===== config.mk =====
export PLATFORM = sky130hd
export DESIGN_NAME = mux_rr_n
export DESIGN_NICKNAME = d
export VERILOG_FILES = /design/src/rtl/mux_rr_n.sv
export SDC_FILE = /design/constraint.sdc
export NUM_CORES = 1
export LEC_CHECK = 0
export BUFFER_PORTS_ARGS = -buffer_cell sky130_fd_sc_hd__buf_4
export CORE_MARGIN = 3
export CORE_UTILIZATION = 44
export CTS_BUF_LIST = sky130_fd_sc_hd__clkbuf_8 sky130_fd_sc_hd__clkbuf_16
export DETAILED_ROUTE_END_ITERATION = 7
export HOLD_SLACK_MARGIN = 0.05
export PLACE_DENSITY = 0.89
export SETUP_SLACK_MARGIN = 0.3
export SYNTH_ARGS = -nofsm -noshare
export SYNTH_HDL_FRONTEND = slang
export SYNTH_SLANG_ARGS = --single-unit

===== constraint.sdc =====
create_clock -name clk -period 3.3 [get_ports clk]
set_clock_uncertainty 0.05 [all_clocks]
set_input_delay 0.825 -clock clk [delete_from_list [all_inputs] [get_ports clk]]
set_output_delay 0.825 -clock clk [all_outputs]
set_load 0.02 [all_outputs]

===== src/rtl/mux_rr_n.sv =====
// mux_rr_n: N-channel round-robin valid/ready multiplexer with one registered output stage.
//   Ports: clk, rst_n (async active-low); in_valid/in_last/in_ready [N] per-channel handshake;
//   in_data [N*WIDTH] with channel i at [i*WIDTH +: WIDTH]; out_valid/out_ready output handshake;
//   out_data [WIDTH] registered beat; out_sel [SEL_W] channel that supplied out_data.
//   Macro MUX_RR_PACKET_LOCK_EN: hold the grant on one channel until it sends a beat with in_last set.
module mux_rr_n #(
  parameter int WIDTH = 32,
  parameter int N = 4,
  localparam int SEL_W = $clog2(N)
) (
  input  logic               clk,
  input  logic               rst_n,
  input  logic [N-1:0]       in_valid,
  input  logic [N*WIDTH-1:0] in_data,
  input  logic [N-1:0]       in_last,
  output logic [N-1:0]       in_ready,
  output logic               out_valid,
  output logic [WIDTH-1:0]   out_data,
  output logic [SEL_W-1:0]   out_sel,
  input  logic               out_ready
);
  logic             load, xfer, grant_valid, rr_valid, adv;
  logic [SEL_W-1:0] grant, rr_grant, ptr, next_ptr;
  always_comb begin
    rr_valid = 1'b0;
    rr_grant = '0;
    // Descending scan so the last hit is the closest set bit at or after ptr.
    for (int j = N - 1; j >= 0; j--)
      if (in_valid[(int'(ptr) + j) % N]) begin
        rr_valid = 1'b1;
        rr_grant = SEL_W'((int'(ptr) + j) % N);
      end
  end
`ifdef MUX_RR_PACKET_LOCK_EN
  logic             locked;
  logic [SEL_W-1:0] lock_sel;
  assign grant_valid = locked ? in_valid[lock_sel] : rr_valid;
  assign grant       = locked ? lock_sel : rr_grant;
  // The pointer only moves when a packet ends, so it stays put across a locked packet.
  assign adv         = in_last[grant];
  always_ff @(posedge clk or negedge rst_n)
    if (!rst_n) begin
      locked   <= 1'b0;
      lock_sel <= '0;
    end else if (xfer) begin
      locked   <= ~in_last[grant];
      lock_sel <= grant;
    end
`else
  logic unused_last;
  assign unused_last = ^in_last;
  assign grant_valid = rr_valid;
  assign grant       = rr_grant;
  assign adv         = 1'b1;
`endif
  assign load     = ~out_valid | out_ready;
  // Gating with rst_n keeps in_ready low while reset forces the output stage empty.
  assign xfer     = rst_n & load & grant_valid;
  assign in_ready = xfer ? N'(1) << grant : '0;
  assign next_ptr = (grant == SEL_W'(N - 1)) ? '0 : grant + 1'b1;
  always_ff @(posedge clk or negedge rst_n)
    if (!rst_n) begin
      out_valid <= 1'b0;
      out_data  <= '0;
      out_sel   <= '0;
      ptr       <= '0;
    end else begin
      if (load) out_valid <= xfer;
      if (xfer) begin
        out_data <= in_data[int'(grant)*WIDTH +: WIDTH];
        out_sel  <= grant;
        if (adv) ptr <= next_ptr;
      end
    end
endmodule


==> impl_metrics.tcl <==
set metrics [dict create \
    clk_pin_slew_ns 0.07 \
    worstRegToRegCells 6 \
    crit_slowest_cell "o41ai_1" \
    holdCritPathClass "reg -> reg" \
    vias 2436 \
    place_congestion 0.743 \
    cp_common_cell "buf_4" \
    clock_latency_ns 0.28 \
    synth_area_leaders "dfrtp_1 38%, mux2i_1 26%, o221ai_2 18%" \
    syn_area_per_cell_sq_um 11.2 \
    dr.first_iter.drc_count 68 \
    reg2reg_from "ptr[1]" \
    max_freq_ghz 0.344 \
    finalPower_mw 2.87 \
    hold_depth 2 \
    synth_top_area_cell "dfrtp_1" \
    final.setup.tns_ns 0 \
    cp_top_family "simple AND/OR/NAND/NOR gates" \
    crit_path_cell_trace "buf_4 > o41ai_1 > nand2b_1 > nor4_1 > buf_4" \
    min_from "out_data[21]" \
    switching_share_pct 39.9 \
    placed_area_sq_um 3830 \
    synth_seq_area_share_pct 37.9 \
    power_frac_comb_pct 57.6 \
    dieArea_sq_um 6470 \
    drive_gt1_share_pct 57.8 \
    r2r_end "out_data[4]" \
    grt_max_degree 38 \
    clockBufferDepth 2 \
    endpoint_kind "output pin" \
    num-nets-final 527 \
    slew_violations 0 \
    whs_endpoint "out_data[21]" \
    relSlewSlack_pct 63.0 \
    drt-pass1-iter-count 5 \
    synth_warnings 0 \
    clockPowerShare_pct 16.0 \
    synth_seq_cells 37 \
    setup_viol 0 \
    crit_type "in -> out" \
    drc 0 \
    leakagePower_nw 2.08 \
    seqCellArea_sq_um 926 \
    grt_use_total_pct 22.8 \
    grt.overflow.total 0 \
    status "finished, final reports clean" \
    ant_nets 0 \
    antenna_found_initial 0 \
    cts_setup_buffers 0 \
    coreArea_sq_um 5240 \
    die_y_um 80.5 \
    io_pins 178 \
    power_frac_seq_pct 26.4 \
    hpwl_mm 6.07 \
    cts-root-buf "clkbuf_8" \
    cp_slowest_stage_delay_ns 0.44 \
    postLayoutCellArea_sq_um 3960 \
    synth_cells 217 \
    grt_pass1_wl_mm 11.4 \
    wl_per_cell_um 16.3 \
    hold_viol 0 \
    synth_top_cell_area_share_pct 37.9 \
    core.rowCount 26 \
    area_growth_pct 62.3 \
    cts_hold_buf 0 \
    p_switching_mw 1.15 \
    fin_crit_sh_pct 88.1 \
    antenna_cells 0 \
    cts-resized-gates 0 \
    ys_types 25 \
    final_common_cell "buf_4" \
    crit_buf_inv 2 \
    clock-sinks 37 \
    maxCapViolCount 0 \
    cp.arrival_ns 2.03 \
    numCtsBuffers 5 \
    syn_nets 356 \
    multi_input_area_sq_um 1420 \
    fillCellCount 386 \
    startpoint_type "primary input" \
    max-vdd-ir-drop_v 0.000411 \
    grt_pass1_vias 2498 \
    die_x_um 80.5 \
    min_period_ns 2.91 \
    tritoncts "done" \
    initial_core_util_pct 46.6 \
    cp_max_fo 8 \
    rsz0062_at_grt "false" \
    worstMarginPinSlew_ns 0.556 \
    mostFrequentLayoutCells "182 x buf_4, 64 x mux2i_1, 37 x dfrtp_1, 36 x nand2_1, 29 x o221ai_2" \
    h-tree-depth 2 \
    synth_area_sq_um 2440 \
    viasPerCell 5.31 \
    powerDensity_nw_per_um2 725 \
    worstPathRequired_ns 2.42 \
    port_buffers 173 \
    intPower_mw 1.72 \
    r2r_slack_ns 1.18 \
    wirelength_mm 7.50 \
]
==> power by group through the flow <==
stage	Clock (mW)	Combinational, mW	Sequential [mW]
after floorplan	0	0.854	0.975
after CTS	0.468	1.67	0.757
after global routing	0.492	1.77	0.781
after global placement	0	1.63	0.754
final	0.458	1.66	0.758
after detailed placement	0	1.67	0.757
==> worst register-to-register path: cells and delay by family (launching register included) <==
family | cells | cell delay, ns
AOI/OAI and AO/OA | 3 | 0.77
DFF | 1 | 0.42
buffers and inverters | 1 | 0.33
muxes | 1 | 0.32
and+or+nand+nor | 1 | 0.11
==> layout make-up <==
cell class	instances	area share (%)
Multi-Input combinational cell	158	35.7
Timing Repair Buffer	183	35.0
Sequential cell	37	23.4
Tap cell	70	2.21
Clock buffer	5	1.74
Clock inverter	3	1.64
Inverter	3	0.284
==> metal layers <==
metal / up-vias / GRT usage, % / wire [um]
met5: - / 0 / 0
met4: 0 / 7.26 / 138
met3: 12 / 5.94 / 615
met2: 117 / 41.6 / 4020
met1: 1139 / 25.6 / 2730
li1: 1168 / - / -
==> sequential cells by signal, indices dropped and copies added, names as in the netlist <==
register	flops
ptr	2
out_sel	2
out_valid	1
out_data	32
==> synth_stat cells <==
library cell   n
nand2_1       36
or3_4          1
a221oi_1       2
inv_1          3
nor3b_1        1
buf_4          3
nor3_1         4
o41ai_1        1
nor2_1         3
mux2i_1       64
o21bai_1       1
o221ai_2      29
o221ai_1       3
o21ai_0        1
nor4_1         1
buf_6          1
a21oi_1        3
dfrtp_1       37
a21o_1         1
xnor2_1        1
clkbuf_1       5
buf_2         10
o21ai_1        1
nand2b_1       4
or2_1          1
==> worst max path at each step <==
stage / start / end / slack, ns / cells past startpoint
finish: in_valid[2] / in_ready[0] / 0.39 / 5
global route: in_valid[2] / in_ready[0] / 0.34 / 5
CTS: in_valid[2] / in_ready[0] / 0.39 / 5
detailed placement: in_valid[2] / in_ready[0] / 0.40 / 5
global placement: in_valid[0] / in_ready[3] / 0.48 / 6
floorplan: in_valid[0] / in_ready[1] / 0.30 / 5
==> kinds of logic after synthesis <==
family	synth area share [%]
AO/OA/AOI/OAI	21.6
XOR/XNOR	0.359
buffers and inverters	4.67
flip-flops	37.9
multiplexers	26.3
AND/OR/NAND/NOR	9.13
==> stage by stage <==
step	cells	util [%]	hold slack [ns]	worst slack, ns
floorplan	217	-	0.459	0.301
global placement	451	73.1	0.412	0.478
detailed placement	451	73.1	0.427	0.397
CTS	459	75.6	0.445	0.391
global route	459	75.6	0.467	0.338
finish	459	75.6	0.438	0.392
Note: power is estimated with default switching activity, not from simulation.
